<file path="src/rtl/scan_sequencer.sv">
// scan_sequencer: steps a 3-bit decoder select through the enabled mask
// positions, holding each for a programmable dwell with a one-cycle blanking gap.
//   in : clk, rst_n (async, active-low), start, stop, single, dwell, mask
//   out: sel, sel_valid, frame_done, busy (all registered)
module scan_sequencer #(
    parameter int DWELL_W = 8
) (
    input  logic               clk,
    input  logic               rst_n,
    input  logic               start,
    input  logic               stop,
    input  logic               single,
    input  logic [DWELL_W-1:0] dwell,
    input  logic [7:0]         mask,
    output logic [2:0]         sel,
    output logic               sel_valid,
    output logic               frame_done,
    output logic               busy
);

    typedef enum logic [1:0] {
        IDLE,
        DWELL,
        ADVANCE
    } state_t;

    state_t             state_q, state_d;
    logic [2:0]         sel_q, sel_d;
    logic               sel_valid_q, sel_valid_d;
    logic               frame_done_q, frame_done_d;
    logic               busy_q, busy_d;
    logic               single_q, single_d;
    logic [DWELL_W-1:0] cnt_q, cnt_d;

    // {found, index} of the lowest set bit
    function automatic logic [3:0] lowest(input logic [7:0] m);
        logic [3:0] r;
        r = 4'b0000;
        for (int i = 7; i >= 0; i--) begin
            if (m[i]) r = {1'b1, 3'(i)};
        end
        return r;
    endfunction

    logic [7:0]         above_m;
    logic [3:0]         first_pos;
    logic [3:0]         next_pos;
    logic [DWELL_W-1:0] dwell_load;

    // Bits strictly above sel; 2<<7 overflows to 0 so nothing remains above 7.
    assign above_m    = mask & ~(8'(8'd2 << sel_q) - 8'd1);
    assign first_pos  = lowest(mask);
    assign next_pos   = lowest(above_m);
    // A zero dwell is held for one cycle like dwell=1.
    assign dwell_load = (dwell == '0) ? DWELL_W'(1) : dwell;

    always_comb begin
        state_d      = state_q;
        sel_d        = sel_q;
        sel_valid_d  = 1'b0;
        frame_done_d = 1'b0;
        busy_d       = busy_q;
        single_d     = single_q;
        cnt_d        = cnt_q;

        case (state_q)
            IDLE: begin
                busy_d = 1'b0;
                if (start && first_pos[3]) begin
                    state_d     = DWELL;
                    sel_d       = first_pos[2:0];
                    sel_valid_d = 1'b1;
                    busy_d      = 1'b1;
                    single_d    = single;
                    cnt_d       = dwell_load;
                end
            end
            DWELL: begin
                sel_valid_d = 1'b1;
                busy_d      = 1'b1;
                if (cnt_q > DWELL_W'(1)) begin
                    cnt_d = cnt_q - DWELL_W'(1);
                end else begin
                    sel_valid_d = 1'b0;
                    if (mask == 8'h00) begin
                        state_d = IDLE;
                        busy_d  = 1'b0;
                    end else if (next_pos[3]) begin
                        state_d = ADVANCE;
                        sel_d   = next_pos[2:0];
                    end else begin
                        frame_done_d = 1'b1;
                        if (single_q) begin
                            state_d = IDLE;
                            busy_d  = 1'b0;
                        end else begin
                            state_d = ADVANCE;
                            sel_d   = first_pos[2:0];
                        end
                    end
                end
            end
            ADVANCE: begin
                state_d     = DWELL;
                sel_valid_d = 1'b1;
                busy_d      = 1'b1;
                cnt_d       = dwell_load;
            end
            default: begin
                state_d = IDLE;
                busy_d  = 1'b0;
            end
        endcase

        // stop beats start and end of frame; sel keeps its last value
        if (stop) begin
            state_d      = IDLE;
            sel_d        = sel_q;
            sel_valid_d  = 1'b0;
            frame_done_d = 1'b0;
            busy_d       = 1'b0;
        end
    end

    always_ff @(posedge clk or negedge rst_n) begin
        if (!rst_n) begin
            state_q      <= IDLE;
            sel_q        <= 3'd0;
            sel_valid_q  <= 1'b0;
            frame_done_q <= 1'b0;
            busy_q       <= 1'b0;
            single_q     <= 1'b0;
            cnt_q        <= '0;
        end else begin
            state_q      <= state_d;
            sel_q        <= sel_d;
            sel_valid_q  <= sel_valid_d;
            frame_done_q <= frame_done_d;
            busy_q       <= busy_d;
            single_q     <= single_d;
            cnt_q        <= cnt_d;
        end
    end

    assign sel        = sel_q;
    assign sel_valid  = sel_valid_q;
    assign frame_done = frame_done_q;
    assign busy       = busy_q;

endmodule

</file>
<file path="config.mk">
export PLATFORM = sky130hd
export DESIGN_NAME = scan_sequencer
export DESIGN_NICKNAME = d
export VERILOG_FILES = /design/src/rtl/scan_sequencer.sv
export SDC_FILE = /design/constraint.sdc
export NUM_CORES = 1
export LEC_CHECK = 0
export ABC_AREA = 1
export CORE_MARGIN = 1.5
export CORE_UTILIZATION = 46
export CTS_BUF_LIST = sky130_fd_sc_hd__clkbuf_2 sky130_fd_sc_hd__clkbuf_4 sky130_fd_sc_hd__clkbuf_8
export DETAILED_ROUTE_END_ITERATION = 7
export HOLD_SLACK_MARGIN = 0.05
export PLACE_DENSITY = 0.7
export SLEW_MARGIN = 20
export SYNTH_ARGS = -nofsm -noshare
export SYNTH_HDL_FRONTEND = slang
export SYNTH_SLANG_ARGS = --single-unit
</file>
<file path="constraint.sdc">
create_clock -name clk -period 2.5 [get_ports clk]
set_input_delay 0.5 -clock clk [delete_from_list [all_inputs] [get_ports clk]]
set_output_delay 0.5 -clock clk [all_outputs]
set_load 0.005 [all_outputs]
</file>
# After elaboration in Yosys (flattened, before gate mapping)
# Index checks and enable logic that the tools add are counted.
# totals
in_bits	21
ram_bits	0
elab_cells	81
mem_count	0
latchBits	0
ff_bits	17
mem_bits_ro	0
# op_classes
reduce_logical	10
magnitude_cmp	1
mul	0
div	0
n_eq_ne	9
n_mux	48
add_sub_neg	2
bitwise_logic	3
n_shift	1
# ops
operator	n
$mux W4	16
$mux W8	3
$pmux W8 S3	1
$logic_not A8 Y1	2
$sub A8 B1 Y8 const B	2
$mux W3	5
$mux W1	13
$mux W2	6
$ne A3 B3 Y1 const B	3
$and A8 B8 Y8	1
$gt A8 B1 Y1 const B	1
$ne A2 B2 Y1 const B	4
$not A8 Y8	1
$shl A2 B3 Y8 const A	1
$pmux W1 S3	2
$pmux W2 S3	1
$pmux W3 S2	1
$reduce_and A6 Y1	1
$reduce_and A2 Y1	2
$reduce_and A3 Y1	1
$reduce_bool A3 Y1	1
$eq A2 B1 Y1 const B	1
$eq A2 B2 Y1 const B	1
$logic_not A2 Y1	1
other kinds (3)	3

# Depth between registers and ports, before layout
# Gate-level depths: netlist of the first run.
# depth
depth_word	17
mapped_depth	15

# Worst setup path before layout of the first run
# Ideal clock, no wire load.
# synth_timing
kind	register to register
startpoint	register sel_q[1] (netlist: sel[1])
endpoint	register sel_q[0] (netlist: sel[0])
arrival_time_ps	1769
n_path_buf	1
path_stages_with_launch	15
path_slack_ps	615
required_ps	2384
synth_period_minus_slack_ps	1885
setup_time_ps	116
path_cell_list	dfrtp_1 buf_6 nor2_2 nand2_1 ha_1 nor2_1 a21oi_2 nand2_1 nand2_2 nor2_2 nand4_2 nand2_2 inv_2 nor2_2 nor2_2
# synth_between
elab_chain_len	16
# synth_rtl
element	line	rtl
start, declared	28	logic [2:0] sel_q, sel_d;
start signal, assigned	136	sel_q <= sel_d;
$shl A2 B3 Y8 *	51	assign above_m = mask & ~(8'(8'd2 << sel_q) - 8'd1);
$sub A8 B1 Y8 *	51	
$not A8 Y8 *	51	
$and A8 B8 Y8 *	51	
$mux W4 (7 in a row)	40	if (m[i]) r = {1'b1, 3'(i)};
$mux W4 *	40	
$mux W3	88	end else if (next_pos[3]) begin
$mux W3	85	if (mask == 8'h00) begin
$mux W3	81	if (cnt_q > DWELL_W'(1)) begin
$pmux W3 S2	66	case (state_q)
# Every way passes the cells marked *; elsewhere a longest branch is shown, timed or not. The select of a mux whose other input is x is not followed.
# A chain may end at the register's enable or synchronous reset.

# Final worst setup path of the first run
# Ends and elaborated chain as after synthesis.

==> results_dict.tcl, run 1 <==
set metrics [dict create \
    status "finished clean" \
    postPlaceCellArea_sq_mm 0.00162 \
    reg2reg_depth 13 \
    rows 19 \
    p_sw_share_pct 46.0 \
    clockRootBuffer "clkbuf_4" \
    num_antenna_cells 0 \
    synthTopCellsByCount "47 x nand2_1, 24 x nor2_1, 17 x dfrtp_1, 15 x inv_1, 13 x nand3_1" \
    synth_cells 196 \
    finish.instance_area_sq_mm 0.00165 \
    rsz0062_at_grt "false" \
    final_net_count 248 \
    grt_pass1_vias 1287 \
    multi_input_area_sq_um 800 \
    dp_cells 250 \
    yosysWarnings 0 \
    place_congestion 0.834 \
    htreeDepth 1 \
    synth_most_common_cell "nand2_1" \
    async_reset_ff_share_pct 100 \
    port_buffers 26 \
    pwr-share-clk_pct 12.4 \
    syn_nets 220 \
    first_pass_iters 6 \
    fmax_ghz 0.472 \
    drive_above_1_share_pct 15.7 \
    vias 1379 \
    synth_area_leaders "dfrtp_1 32%, nand2_1 13%, nor2_1 6.7%, nand3_1 4.9%, a21oi_1 4.5%" \
    layout.area.seq_sq_um 425 \
    powerDensity_mw_per_mm2 783 \
    ant_nets 0 \
    fillerInstances 266 \
    fin_cells 254 \
    netlist_area_sq_mm 0.00134 \
    finalHoldViolCount 0 \
    drt_iter0_markers 61 \
    die-height_um 57 \
    setup.worst_path.end_class "register" \
    cp-start-kind "register" \
    hold_path_class "reg2reg" \
    die_area_sq_mm 0.00325 \
    drv_slew 0 \
    power.total_mw 1.29 \
    antenna_found_initial 0 \
    p_int_mw 0.697 \
    synth_cell_type_count 30 \
    clkLatencyLatePin_ns 0.29 \
    core_sq_mm 0.00276 \
    via_per_inst 5.43 \
    cts.clk_slew.worst_paths_ns 0.10 \
    slew_headroom_pct 75.5 \
    synthFlopType "dfrtp_1" \
    min_path_cells 2 \
    place_hpwl_mm 2.59 \
    yosys.area.top_type_share_pct 31.7 \
    yosysTopAreaCell "dfrtp_1" \
    crit_type "reg2reg" \
    seq_power_share_pct 33.5 \
    cts_buffer_depth 2 \
    ys_seq_elements 17 \
    power_leakage_nw 0.760 \
    share_comb_of_total_power_pct 54.1 \
    finalSetupTns_ns 0 \
    cp.required_ns 2.70 \
    worst_pin_slew_ns 0.367 \
    maxCapViolCount 0 \
    yosysSeqAreaShare_pct 31.7 \
    timing.final.crit_share_pct 84.8 \
    vdd_ir_drop_max_uv 629 \
    wire_per_inst_um 12.6 \
    post_cts_buffers 0 \
    wirelength_mm 3.21 \
    start_util_pct 48.6 \
    cts_tree "done" \
    ios 27 \
    synth_edf_count 0 \
    die_w_um 57 \
    utilization_pct 59.8 \
    setup_violations 0 \
    critPathMaxFanout 10 \
    cts_made_buffers 3 \
    p_sw_mw 0.593 \
    grt_max_degree 18 \
    layout_min_cycle_time_ns 2.12 \
    postCtsResizedCells 0 \
    hold_buffers 0 \
    skew_ns 0.00406 \
    clock_sinks 17 \
    area_delta_synth_final_pct 22.9 \
    grt_pass1_wl_mm 5.39 \
    syn_area_per_cell_sq_um 6.84 \
    grt-ovfl-total 0 \
    drc 0 \
    grtUsageTotal_pct 21.0 \
    cp.arrival_ns 2.31 \
]
metal layers:
| layer | wire (um) | global-route usage (%) | part of all wire (%) | vias up |
|---|---|---|---|---|
| li1 | - | - | - | 703 |
| met1 | 1420 | 24.9 | 44 | 623 |
| met2 | 1550 | 36.6 | 48 | 44 |
| met3 | 182 | 4.31 | 5.7 | 9 |
| met4 | 52 | 9.30 | 1.6 | 0 |
| met5 | 0 | 0 | 0 | - |
through the flow:
stage / hold WS [ns] / setup WS (ns)
2_1_floorplan: 0.204 / 0.615
3_3_place_gp: 0.499 / 0.361
3_5_place_dp: 0.500 / 0.303
4_1_cts: 0.521 / 0.380
5_1_grt: 0.559 / 0.161
6_report: 0.513 / 0.381
registers in the layout, summed over array words and instances, names as in the netlist:
name	cells
cnt_q	8
sel	3
state_q	2
busy	1
frame_done	1
sel_valid	1
single_q	1
placed cells by master (no fill, tap or decap), types with 2 or more instances in the layout:
cell             netlist  final
o22ai_1                2      2
nor2_2                 7      7
a21oi_1               12     12
nor2_1                24     24
o21ai_1                6      6
nor4_1                 2      2
inv_1                 15     15
dfrtp_1               17     17
nor3_1                 6      6
o211ai_1               2      2
xor2_1                 2      2
o21ai_0                7      7
nand2_1               47     47
nand3_1               13     13
inv_2                  8      8
ha_1                   3      3
clkdlybuf4s50_1        0     26
nand3_2                3      3
nor2_4                 2      2
nand2_2                5      5
clkbuf_4               0      4
power by group through the flow:
stage	clock (mW)	combinational (mW)	sequential [mW]
5_1_grt	0.176	0.786	0.447
3_3_place_gp	0	0.670	0.436
6_report	0.159	0.698	0.432
2_1_floorplan	0	0.535	0.412
4_1_cts	0.164	0.700	0.432
3_5_place_dp	0	0.696	0.437
kinds of logic (layout without fill, tap and decap cells):
kind of cell	after synthesis	in the layout	share of synthesized area [%]
compound gates	35	35	15.9
xor+xnor	2	2	1.31
mux	1	1	0.839
buf+inv	27	54	8.68
simple gates	111	111	38.8
flops	17	17	31.7
fa+ha+maj	3	3	2.80
path summary, 6_finish.rpt:
| kind | from | endpoint | slack [ns] |
|---|---|---|---|
| hold reg to reg | cnt_q[3] | cnt_q[3] | 0.51 |
| setup / recovery | sel[1] | sel[0] | 0.38 |
| min in group asynchronous | rst_n | sel[2] | 0.53 |
| max in group asynchronous | rst_n | state_q[1] | 1.78 |
| hold / removal | cnt_q[3] | cnt_q[3] | 0.51 |
| setup reg to reg | sel[1] | sel[0] | 0.38 |
critical path, stage by stage (launching register included):
cell,delay [ns]
dfrtp_1,0.51
nor2_2,0.21
nand2_1,0.07
ha_1,0.27
inv_1,0.12
nand3_1,0.10
nand3_1,0.13
nand2_1,0.07
nor2_2,0.12
nand4_2,0.11
nand2_2,0.12
inv_2,0.05
nor2_2,0.08
nor2_2,0.05
layout make-up:
class / instances / share of cell area [%]
repair buffers: 27 / 16.2
clock buffers: 4 / 1.82
multi-input cells: 152 / 48.5
inverters: 23 / 5.24
well taps: 31 / 2.35
flip-flops and latches: 17 / 25.8
Power figures use the tool's default switching activity.
==> run 2, diff against run 1 <==
- clock period: 2.5 -> 2.2 ns (I/O delays scaled with it)
==> run 2 against run 1 <==
  * Critical path depth did not move
  * Sequential share of layout area shrank 0.27 points
  * Worst setup slack got worse by 0.21 ns
  * Clock power rose by 5%
  * Via count is 3.6% higher
  * Maximum frequency rose by 4.6%
  * Routed wire length fell by 0.94%
  * Cell area increased by 1.7%
==> results_dict.tcl, run 2 (synthesis gave the netlist of run 1 again) <==
set metrics [dict create \
    area_delta_synth_final_pct 24.9 \
    grt_pass1_wl_mm 5.66 \
    critPathMaxFanout 7 \
    setup.worst_path.end_class "register" \
    drt_iter0_markers 74 \
    fmax_ghz 0.494 \
    drv_slew 0 \
    grt_pass1_vias 1342 \
    regMostFlops "cnt_q" \
    utilization_pct 60.8 \
    cp-start-kind "register" \
    wirelength_mm 3.18 \
    die-height_um 57 \
    vias 1428 \
    powerDensity_mw_per_mm2 896 \
    wire_per_inst_um 12.4 \
    grtUsageTotal_pct 22.0 \
    finalWorstSetupSlack_ns 0.174 \
    clkLatencyLatePin_ns 0.29 \
    port_buffers 26 \
    hold_path_class "in2async" \
    ios 27 \
    first_pass_iters 4 \
    final_common_cell "nand2_1" \
    cts.clk_slew.worst_paths_ns 0.11 \
    grt_max_degree 18 \
    crit_type "reg2reg" \
    antenna_found_initial 0 \
    drive_above_1_share_pct 17.7 \
    place_hpwl_mm 2.57 \
    via_per_inst 5.56 \
    clock_sinks 17 \
    start_util_pct 48.6 \
    timing.final.crit_share_pct 92.1 \
    vdd_ir_drop_max_uv 567 \
    cts_made_buffers 3 \
    multi_input_area_sq_um 805 \
    cts_tree "done" \
    layout_common_cells "47 x nand2_1, 26 x clkdlybuf4s50_1, 24 x nor2_1" \
    rows 19 \
    layout_min_cycle_time_ns 2.03 \
    worst_pin_slew_ns 0.300 \
    finalHoldViolCount 0 \
    status "finished clean" \
    finalSetupTns_ns 0 \
    place_ws_ns 0.116 \
    die_area_sq_mm 0.00325 \
    clockRootBuffer "clkbuf_4" \
    power.total_mw 1.50 \
    htreeDepth 1 \
    layout.area.seq_sq_um 428 \
    die_w_um 57 \
    cp.arrival_ns 2.21 \
    slowest_stage "dfrtp_2" \
    drc 0 \
    cts_buffer_depth 2 \
    post_cts_buffers 0 \
    num_antenna_cells 0 \
    largest_reg_flops 8 \
    ant_nets 0 \
    fillerInstances 255 \
    setup_violations 0 \
    power_leakage_nw 0.774 \
    cpPeakStageDelay_ns 0.49 \
    cp.required_ns 2.38 \
    slew_headroom_pct 79.9 \
    crit_path_frequent_cell "nor2_2" \
    core_sq_mm 0.00276 \
    place_congestion 0.918 \
    skew_ns 0.00911 \
    final_net_count 251 \
    rsz0062_at_grt "false" \
    maxCapViolCount 0 \
    grt-ovfl-total 0 \
    crit_chain "nor2_4 > nand2_1 > ha_1 > inv_1 > nand3_1 > nand3_1 > nand2_1 > nor2_2 > nand4_2 > nand2_2 > inv_2 > nor2_2 > nor2_2" \
]
[run 2: metrics by stage]
| stage | instance area [sq um] | std cells | hold slack [ns] |
|---|---|---|---|
| 5_1_grt | 1680 | 257 | 0.461 |
| 4_1_cts | 1670 | 257 | 0.471 |
| 2_1_floorplan | 1340 | 196 | 0.144 |
| 3_5_place_dp | 1640 | 253 | 0.499 |
| 6_report | 1680 | 257 | 0.460 |
| 3_3_place_gp | 1640 | 253 | 0.495 |
[run 2: metal layers]
layer | track usage (%) | up-vias | wire (um)
li1 | - | 707 | -
met1 | 27.1 | 680 | 1410
met2 | 38.1 | 37 | 1580
met3 | 3.85 | 4 | 153
met4 | 8.97 | 0 | 32
met5 | 0 | - | 0
[run 2: power breakdown]
part	internal, mW	switching, mW
combinational	0.343	0.505
sequential	0.393	0.0922
clock	0.0675	0.0990
total	0.804	0.697
[run 2: final cells by class]
| cell class | instances | area share, % |
|---|---|---|
| repair buffers | 30 | 17.3 |
| inverters | 23 | 5.15 |
| flip-flops and latches | 17 | 25.5 |
| well taps | 31 | 2.32 |
| clock buffers | 3 | 1.34 |
| multi-input cells | 152 | 48.0 |
| clock inverters | 1 | 0.299 |
[run 2: path summary, 6_finish.rpt]
path	start	endpoint	slack [ns]	depth (start not counted)
worst max register to register	sel[0]	sel[0]	0.17	13
min in group clk	cnt_q[3]	cnt_q[3]	0.53	2
worst min-delay path	rst_n	frame_done	0.46	2
worst min register to register	cnt_q[3]	cnt_q[3]	0.53	2
max in group asynchronous	rst_n	sel[1]	1.52	2
worst max-delay path	sel[0]	sel[0]	0.17	13
[run 2: timing repair]
| item | 4_1_cts | 5_1_grt |
|---|---|---|
| endpoints found under the setup margin | 0 | 3 |
| hold buffers | 0 | 0 |
| resized for setup | 0 | 3 |
[run 2: critical path, delay by kind of cell (launching register included)]
kind	cells	cell delay [ns]
buffers and inverters	2	0.17
and+or+nand+nor	10	0.99
DFF	1	0.49
adders and majority gates	1	0.27
